[src/rtl/wing_motion_ctrl.sv]
// Bird motion controller: a frame-ticked flight/fall FSM that drives height, tilt and wing animation.
// Optional build macro WING_CEILING_KILL_EN: touching the ceiling while flying kills the bird.
module wing_motion_ctrl #(
    parameter logic [8:0] HOME_Y   = 9'd200,
    parameter logic [8:0] HMIN     = 9'd0,
    parameter logic [8:0] HMAX     = 9'd448,
    parameter logic [2:0] GRAVITY  = 3'd1,
    parameter logic [3:0] FLAP_VEL = 4'd7,
    parameter logic [3:0] VMAX     = 4'd9,
    parameter logic [2:0] ANIM_DIV = 3'd4
) (
    input  logic       clk,
    input  logic       rst_n,
    input  logic       frame_tick,
    input  logic       flap_btn,
    input  logic       collide,
    input  logic       show_en,
    output logic [8:0] wing_height,
    output logic [3:0] wing_angle,
    output logic [2:0] wing_state,
    output logic       wing_valid,
    output logic       bird_dead
);

    localparam logic [1:0] ST_IDLE   = 2'd0;
    localparam logic [1:0] ST_FLY    = 2'd1;
    localparam logic [1:0] ST_FALL   = 2'd2;
    localparam logic [1:0] ST_GROUND = 2'd3;

    localparam logic [8:0] BOB_HI = HOME_Y + 9'd4;
    localparam logic [8:0] BOB_LO = HOME_Y - 9'd4;

    logic [1:0]        sync_r;
    logic              sync_prev_r;
    logic              flap_pending_r;
    logic [1:0]        state_r;
    logic signed [5:0] vel_r;
    logic [1:0]        bob_cnt_r;
    logic              bob_up_r;
    logic [2:0]        anim_cnt_r;
    logic [8:0]        height_r;
    logic [3:0]        angle_r;
    logic [2:0]        ws_r;
    logic              valid_r;
    logic              dead_r;

    logic              flap_edge_s;
    logic              flap_now_s;
    logic signed [5:0] vel_inc_s;
    logic signed [5:0] vel_grav_s;
    logic signed [5:0] vel_flap_s;
    logic signed [5:0] vel_step_s;
    logic signed [10:0] sum_s;
    logic              hit_top_s;
    logic              hit_gnd_s;

    logic [1:0]        state_n;
    logic signed [5:0] vel_n;
    logic [1:0]        bob_cnt_n;
    logic              bob_up_n;
    logic [2:0]        anim_cnt_n;
    logic [8:0]        height_n;
    logic [3:0]        angle_n;
    logic [2:0]        ws_n;

    // Tilt index from vertical speed: nose up when climbing, steeper as the fall speeds up.
    function automatic logic [3:0] angle_of(input logic signed [5:0] v);
        if (v <= -6'sd4) begin
            angle_of = 4'd0;
        end else if (v < 6'sd0) begin
            angle_of = 4'd1;
        end else if (v <= 6'sd1) begin
            angle_of = 4'd2;
        end else if (v >= 6'sd9) begin
            angle_of = 4'd10;
        end else begin
            angle_of = v[3:0] + 4'd1;
        end
    endfunction

    assign flap_edge_s = sync_r[1] & ~sync_prev_r;
    assign flap_now_s  = flap_pending_r | flap_edge_s;
    assign vel_inc_s   = vel_r + $signed({3'b000, GRAVITY});
    assign vel_grav_s  = (vel_inc_s > $signed({2'b00, VMAX})) ? $signed({2'b00, VMAX}) : vel_inc_s;
    assign vel_flap_s  = -$signed({2'b00, FLAP_VEL});
    assign vel_step_s  = ((state_r != ST_FALL) && flap_now_s) ? vel_flap_s : vel_grav_s;
    assign sum_s       = $signed({2'b00, height_r}) + $signed({{5{vel_step_s[5]}}, vel_step_s});
    assign hit_top_s   = (sum_s <= $signed({2'b00, HMIN}));
    assign hit_gnd_s   = (sum_s >= $signed({2'b00, HMAX}));

    // Next-state computation; only committed on frame_tick.
    always_comb begin
        state_n    = state_r;
        vel_n      = vel_r;
        bob_cnt_n  = bob_cnt_r;
        bob_up_n   = bob_up_r;
        anim_cnt_n = anim_cnt_r;
        height_n   = height_r;
        angle_n    = angle_r;
        ws_n       = ws_r;
        case (state_r)
            ST_IDLE, ST_FLY: begin
                if ((state_r == ST_FLY) || flap_now_s) begin
                    vel_n = vel_step_s;
                    if (hit_gnd_s) begin
                        height_n = HMAX;
                        state_n  = ST_GROUND;
                    end else if (hit_top_s) begin
                        height_n = HMIN;
                        vel_n    = 6'sd0;
`ifdef WING_CEILING_KILL_EN
                        state_n  = ST_FALL;
`else
                        state_n  = ST_FLY;
`endif
                    end else begin
                        height_n = sum_s[8:0];
                        state_n  = ST_FLY;
                    end
                    // Ground wins over a simultaneous collision.
                    if ((state_r == ST_FLY) && collide && !hit_gnd_s) begin
                        state_n = ST_FALL;
                        vel_n   = 6'sd0;
                    end else begin
                        state_n = state_n;
                    end
                    angle_n = angle_of(vel_n);
                end else begin
                    angle_n   = 4'd2;
                    bob_cnt_n = bob_cnt_r + 2'd1;
                    if (bob_cnt_r == 2'd3) begin
                        if (!bob_up_r) begin
                            if (height_r >= BOB_HI) begin
                                bob_up_n = 1'b1;
                                height_n = height_r - 9'd1;
                            end else begin
                                height_n = height_r + 9'd1;
                            end
                        end else if (height_r <= BOB_LO) begin
                            bob_up_n = 1'b0;
                            height_n = height_r + 9'd1;
                        end else begin
                            height_n = height_r - 9'd1;
                        end
                    end else begin
                        height_n = height_r;
                    end
                end
                if (angle_n >= 4'd3) begin
                    ws_n       = 3'd0;
                    anim_cnt_n = 3'd0;
                end else if (anim_cnt_r >= (ANIM_DIV - 3'd1)) begin
                    anim_cnt_n = 3'd0;
                    ws_n       = (ws_r >= 3'd2) ? 3'd0 : ws_r + 3'd1;
                end else begin
                    anim_cnt_n = anim_cnt_r + 3'd1;
                end
            end
            ST_FALL: begin
                vel_n   = vel_grav_s;
                angle_n = angle_of(vel_grav_s);
                if (hit_gnd_s) begin
                    height_n = HMAX;
                    state_n  = ST_GROUND;
                end else begin
                    height_n = sum_s[8:0];
                end
            end
            ST_GROUND: begin
                height_n = HMAX;
                if (flap_now_s) begin
                    state_n    = ST_IDLE;
                    height_n   = HOME_Y;
                    vel_n      = 6'sd0;
                    angle_n    = 4'd2;
                    ws_n       = 3'd0;
                    anim_cnt_n = 3'd0;
                    bob_cnt_n  = 2'd0;
                    bob_up_n   = 1'b0;
                end else begin
                    state_n = ST_GROUND;
                end
            end
            default: begin
                state_n = ST_IDLE;
            end
        endcase
    end

    // Button synchroniser and per-frame flap latch.
    always_ff @(posedge clk or negedge rst_n) begin
        if (!rst_n) begin
            sync_r         <= 2'b00;
            sync_prev_r    <= 1'b0;
            flap_pending_r <= 1'b0;
        end else begin
            sync_r      <= {sync_r[0], flap_btn};
            sync_prev_r <= sync_r[1];
            if (frame_tick) begin
                flap_pending_r <= 1'b0;
            end else if (flap_edge_s) begin
                flap_pending_r <= 1'b1;
            end else begin
                flap_pending_r <= flap_pending_r;
            end
        end
    end

    // Frame-rate state and output registers.
    always_ff @(posedge clk or negedge rst_n) begin
        if (!rst_n) begin
            state_r    <= ST_IDLE;
            vel_r      <= 6'sd0;
            bob_cnt_r  <= 2'd0;
            bob_up_r   <= 1'b0;
            anim_cnt_r <= 3'd0;
            height_r   <= HOME_Y;
            angle_r    <= 4'd2;
            ws_r       <= 3'd0;
        end else if (frame_tick) begin
            state_r    <= state_n;
            vel_r      <= vel_n;
            bob_cnt_r  <= bob_cnt_n;
            bob_up_r   <= bob_up_n;
            anim_cnt_r <= anim_cnt_n;
            height_r   <= height_n;
            angle_r    <= angle_n;
            ws_r       <= ws_n;
        end
    end

    // Display enable and death flag, registered every clock.
    always_ff @(posedge clk or negedge rst_n) begin
        if (!rst_n) begin
            valid_r <= 1'b0;
            dead_r  <= 1'b0;
        end else begin
            valid_r <= show_en;
            dead_r  <= (state_r == ST_FALL) || (state_r == ST_GROUND);
        end
    end

    assign wing_height = height_r;
    assign wing_angle  = angle_r;
    assign wing_state  = ws_r;
    assign wing_valid  = valid_r;
    assign bird_dead   = dead_r;

endmodule
[config.mk]
export PLATFORM = sky130hd
export DESIGN_NAME = wing_motion_ctrl
export DESIGN_NICKNAME = d
export VERILOG_FILES = /design/src/rtl/wing_motion_ctrl.sv
export SDC_FILE = /design/constraint.sdc
export NUM_CORES = 1
export LEC_CHECK = 0
export CAP_MARGIN = 5
export CORE_MARGIN = 2
export CORE_UTILIZATION = 60
export CTS_CLUSTER_DIAMETER = 200
export CTS_CLUSTER_SIZE = 28
export DETAILED_ROUTE_END_ITERATION = 8
export PLACE_DENSITY_LB_ADDON = 0.1
export SKIP_CTS_REPAIR_TIMING = 1
export SYNTH_ARGS = -nofsm -noshare
export SYNTH_HDL_FRONTEND = slang
export SYNTH_SLANG_ARGS = --single-unit
[constraint.sdc]
create_clock -name clk -period 7.3 [get_ports clk]
set_input_delay 1.095 -clock clk [delete_from_list [all_inputs] [get_ports clk]]
set_output_delay 1.095 -clock clk [all_outputs]
set_load 0.005 [all_outputs]
# --- Word-level counts from Yosys, hierarchy flattened ---
# Cells that the tools add are included.
word_totals:
  register_bits: 36
  output_inout_bits: 18
op_classes:
  addsub: 9
  magnitude_cmp: 16
  eq_ne: 12
  n_mux: 58
  bitwise_logic: 3
  reduce_logical: 18
ops:
  columns: ["operator", "n"]
  rows:
  - ["$mux W9", 9]
  - ["$mux W6", 9]
  - ["$mux W4", 11]
  - ["$pmux W9 S3", 1]
  - ["$mux W3", 6]
  - ["$pmux W6 S3", 1]
  - ["$mux W2", 7]
  - ["$ge A6 B5 Y1 const B", 2]
  - ["$le A6 B2 Y1 const B", 2]
  - ["$le A6 B3 Y1 const B", 2]
  - ["$lt A6 B1 Y1 const B", 2]
  - ["$ne A2 B2 Y1 const B", 6]
  - ["$pmux W3 S2", 2]
  - ["$pmux W4 S3", 1]
  - ["$add A10 B6 Y11", 1]
  - ["$ge A11 B10 Y1 const B", 1]
  - ["$le A11 B1 Y1 const B", 1]
  - ["$add A9 B1 Y9 const B", 1]
  - ["$ge A9 B8 Y1 const B", 1]
  - ["$le A9 B8 Y1 const B", 1]
  - ["$reduce_and A3 Y1", 3]
  - ["$sub A9 B1 Y9 const B", 1]
  - ["$add A4 B1 Y4 const B", 2]
  - ["$mux W1", 8]
  - ["24 further kinds", 35]

# --- Depth between registers and ports, before layout ---
logic_depth:
  ltp_word: 22
  mapped_depth: 26
  depth_no_buf: 25

# --- Worst setup path after synthesis ---
# OpenSTA, ideal clock, no wires.
synth_path:
  path_kind: "register -> register"
  from: "register vel_r[1]"
  to: "register ws_r[1], in the netlist wing_state[1]"
  t_arrival_ns: 5.778
  path_slack_ns: 1.401
  stages_incl_launch_ff: 22
  path_buffers: 0
  synth_period_minus_slack_ns: 5.899
  path_cell_list: "dfrtp_1 -> ha_1 -> and3b_1 -> nor3b_1 -> a2111o_1 -> nand3_1 -> nor2_1 -> fa_1 -> a211o_1 -> a221o_1 -> o211a_4 -> and3_4 -> a211oi_2 -> o21a_1 -> nand2_1 -> ha_1 -> or4b_2 -> a21oi_1 -> a41oi_2 -> a311oi_4 -> nor4bb_2 -> a22o_1"
synth_between:
  elab_chain_len: 21
synth_rtl:
  columns: ["element", "line_no", "rtl"]
  rows:
  - ["from (decl)", "37", "logic signed [5:0] vel_r;"]
  - ["from (signal assigned)", "222", "vel_r <= vel_n;"]
  - ["$add A6 B2 Y6 (*)", "83", "assign vel_inc_s = vel_r + $signed({3'b000, GRAVITY});"]
  - ["$gt A6 B5 Y1", "84", "assign vel_grav_s = (vel_inc_s > $signed({2'b00, VMAX})) ? $signed({2'b00, VMAX}) : vel_inc_s;"]
  - ["$mux W6 (*)", "84", null]
  - ["$mux W6 (*)", "86", "assign vel_step_s = ((state_r != ST_FALL) && flap_now_s) ? vel_flap_s : vel_grav_s;"]
  - ["$add A10 B6 Y11", "87", "assign sum_s = $signed({2'b00, height_r}) + $signed({{5{vel_step_s[5]}}, vel_step_s});"]
  - ["$le A11 B1 Y1 or $ge A11 B10 Y1 (tied branches)", "88, 89", null]
  - ["$mux W6 or $logic_not A1 Y1 (tied branches)", "108, 121", null]
  - ["$mux W6 or $logic_and A1 B1 Y1 (tied branches)", "105, 121", null]
  - ["(+5 left out)", null, null]
  - ["$mux W4", "72", "end else if (v <= 6'sd1) begin"]
  - ["$mux W4", "70", "end else if (v < 6'sd0) begin"]
  - ["$mux W4 (*)", "68", "if (v <= -6'sd4) begin"]
  - ["$mux W4 (*)", "103", "if ((state_r == ST_FLY) || flap_now_s) begin"]
  - ["$mux W4 (*)", "101", "case (state_r)"]
  - ["$ge A4 B2 Y1 (*)", "149", "if (angle_n >= 4'd3) begin"]
  - ["$ne A3 B3 Y1 (no source line) or $mux W3 (tied branches)", null, null]
  - ["$reduce_and A4 Y1 (no source line) or $pmux W3 S2 (tied branches)", null, null]
  - ["to (signal assigned)", "228", "ws_r <= ws_n;"]
  - ["to (decl)", "43", "logic [2:0] ws_r;"]
# Every way passes the cells marked *; elsewhere a longest branch is shown, timed or not. The select of a mux whose other input is x is not followed.
# A chain may end at the register's enable or synchronous reset.

# --- Final worst setup path ---
layout_path:
  from: "register vel_r[0]"
  to: "register ws_r[1], in the netlist wing_state[1]"
# Same word-level chain as after synthesis.

==> results.tsv <==
stage	metric	value	unit
status	status	finished, final reports clean	
worst_setup_path	crit_path_end_kind	flop	
global_routing	grt_pass1_vias	2999	
detailed_routing	drt-vias-per-instance	6.55	
clocking	clockBufferDepth	2	
timing	slew_headroom	28.5	%
finish	final_nets	452	
yosys	synth_edf_count	0	
global_routing	overflow	0	
yosys	synthDistinctLibCells	75	
pwr	p_sw	1.05	mW
detailed_routing	totalWireLength	8.59	mm
yosys	synthesis.area	3310	um^2
placement	gp_congestion	0.954	
detailed_routing	vias	3243	
timing	worstMarginPinSlew	1.04	ns
yosys	seq_area_frac_synth	27.4	%
yosys	netlist.top_cell.by_area	dfrtp_1	
worst_setup_path	cp-start-kind	flop	
yosys	syn_avg_cell_area	8.15	um^2
pwr	seq_power_share	20.4	%
pwr	comb_power_share	72.2	%
detailed_routing	dr.pass1.iters	5	
timing	clock.fmax	149	MHz
clocking	clock-sinks	36	
floorplanning	die_h	78.3	um
yosys	yosys-top-cells-count	nand2_1 (41), nor2_1 (34), a21oi_1 (33), dfrtp_1 (32), o21ai_0 (30)	
finish	fillers	433	
clocking	cts_tree	built	
detailed_routing	wire_per_inst	17.3	um
worst_setup_path	path_class	reg -> reg	
timing	finClkSkew	0.00479	ns
global_routing	track_usage	29.5	%
worst_setup_path	critical_path_peak_fanout	10	
finish	diodes	0	
finish	fin_area	3660	um^2
flow_run	cap_viol_max_count	0	
pwr	pwr_density_cell	538	nW/um^2
timing	finalHoldViolCount	0	
yosys	synth_most_common_cell	nand2_1	
clocking	numCtsBuffers	5	
clocking	htreeDepth	2	
floorplanning	die_width	78.3	um
timing	period_minus_slack	6.69	ns
worst_setup_path	critPathRequiredTime	7.48	ns
pwr	pwr-share-clk	7.4	%
detailed_routing	ant_nets	0	
timing	final-setup-viol-count	0	
yosys	ys_ff_latch	36	
finish	areaGrowthSynthToFinish	10.7	%
floorplanning	coreArea	5410	um^2
floorplanning	dieArea	6130	um^2
placement	place_hpwl	6.43	mm
yosys	synth_fp_nets	436	
placement	placed_area	3570	um^2
detailed_routing	drt_iter0_markers	273	
timing	final.setup.tns	0	ns
floorplanning	start_util	61.2	%
detailed_routing	drc	0	
timing	drv_slew	0	
worst_setup_path	crit_arrival	6.87	ns
placement	io_buffers	23	
hold_path	worstHoldPathCells	0	
floorplanning	rows	27	
worst_setup_path	reg2reg_depth	21	
pwr	switching_share	53.1	%
clocking	clock-root-buffer	clkbuf_8	
clocking	clock_latency	0.29	ns
hold_path	hp-class	reg -> reg	
yosys	async_reset_ff_share	100	%
global_routing	grt_max_degree	37	
global_routing	antenna_found_initial	0	
pwr	p_leak	1.54	nW
timing	rsz0062_at_grt	false	
timing	post-route-period-util	91.7	%
yosys	synth_top_area_share	24.2	%
pwr	ir_drop	0.000279	V
clocking	clkTransAtPathRegs	0.08	ns
yosys	netlist_top_cells_area	dfrtp_1 (24%), ha_1 (8.7%), a21oi_1 (5.0%), nand2_1 (4.7%), o21ai_0 (4.5%)	
finish	drive_gt1_share	8.27	%
yosys	synth_warnings	0	
yosys	ys.flop_type	dfrtp_1	
pwr	p_int	0.924	mW
floorplanning	io_pins	24	
global_routing	grt_pass1_wl	14.4	mm
yosys	synth_cells	406	
==> cell usage in the layout (no fill, tap or decap), types with 8 or more instances in the layout <==
cell,count
a21oi_1,33
and3_1,9
clkdlybuf4s50_1,22
dfrtp_1,32
ha_1,23
inv_1,20
nand2_1,41
nand3_1,11
nor2_1,34
nor3_1,8
o21ai_0,30
xnor2_1,9
==> path summary, 6_finish.rpt <==
check,start,endpoint,slack [ns]
worst max-delay path,vel_r[0],wing_state[1],0.61
worst min-delay path,sync_r[0],sync_r[1],0.36
worst max register to register,vel_r[0],wing_state[1],0.61
worst min register to register,sync_r[0],sync_r[1],0.36
max in group asynchronous,rst_n,wing_valid,5.87
min in group asynchronous,rst_n,vel_r[5],0.90
==> kinds of logic after synthesis <==
logic type	after synthesis	share of synthesized area, %
buf+inv	35	4.01
simple gates	147	22.8
compound gates	147	31.8
flops	36	27.4
fa+ha+maj	24	9.30
xor+xnor	12	3.18
mux	5	1.55
==> worst max-delay path, stage by stage (launching register included) <==
cell and delay (ns):
dfrtp_1 0.51, ha_1 0.35, and3b_1 0.23, nor3b_1 0.14, a2111o_1 0.41, nand3_1 0.21
nor2_1 0.14, fa_1 0.44, a211o_1 0.35, a221o_1 0.38, o211a_4 0.28, and3_4 0.17
a211oi_2 0.32, o21a_1 0.27, nand2_1 0.18, ha_1 0.30, or4b_2 0.66, a21oi_1 0.23
a41oi_2 0.21, a311oi_4 0.40, nor4bb_2 0.12, a22o_1 0.25
==> power by group through the flow <==
stage                     sequential (mW)  clock, mW  combinational [mW]
after floorplan                     0.351          0                1.07
after global placement              0.400          0                1.37
after detailed placement            0.402          0                1.39
after CTS                           0.398      0.149                1.40
after global routing                0.417      0.157                1.57
final                               0.402      0.146                1.42
==> state kept, by name, summed over array words and instances (netlist names) <==
register and cells:
bird_dead 1, wing_state 3, sync_r 2, anim_cnt_r 3, state_r 2, bob_cnt_r 2
sync_prev_r 1, wing_height 9, vel_r 6, wing_valid 1, wing_angle 4, flap_pending_r 1
bob_up_r 1
==> layout make-up <==
type / count / area [um^2] / share of cell area (%)
flip-flops and latches: 36 / 906 / 24.7
repair buffers: 24 / 233 / 6.35
inverters: 20 / 75.1 / 2.05
multi-input cells: 335 / 2270 / 62.0
clock buffers: 5 / 68.8 / 1.88
well taps: 72 / 90.1 / 2.46
clock inverters: 3 / 21.3 / 0.580
==> layer usage <==
layer	part of all wire [%]	vias to the layer above	track usage, %
met4	2.0	0	8.95
li1	-	1560	-
met3	6.8	18	4.83
met1	46	1536	43.2
met2	45	129	45.1
met5	0	-	0
==> per-stage QoR <==
step,hold WS (ns),utilization (%),total power [mW],setup WS [ns],std cells
6_report,0.357,67.8,1.97,0.606,495
5_1_grt,0.363,67.8,2.14,0.253,495
4_1_cts,0.361,67.8,1.95,0.668,495
3_5_place_dp,0.343,66.1,1.79,0.712,487
3_3_place_gp,0.338,66.1,1.77,0.929,487
2_1_floorplan,0.331,-,1.42,1.40,406
(Power assumes the default switching activity.)
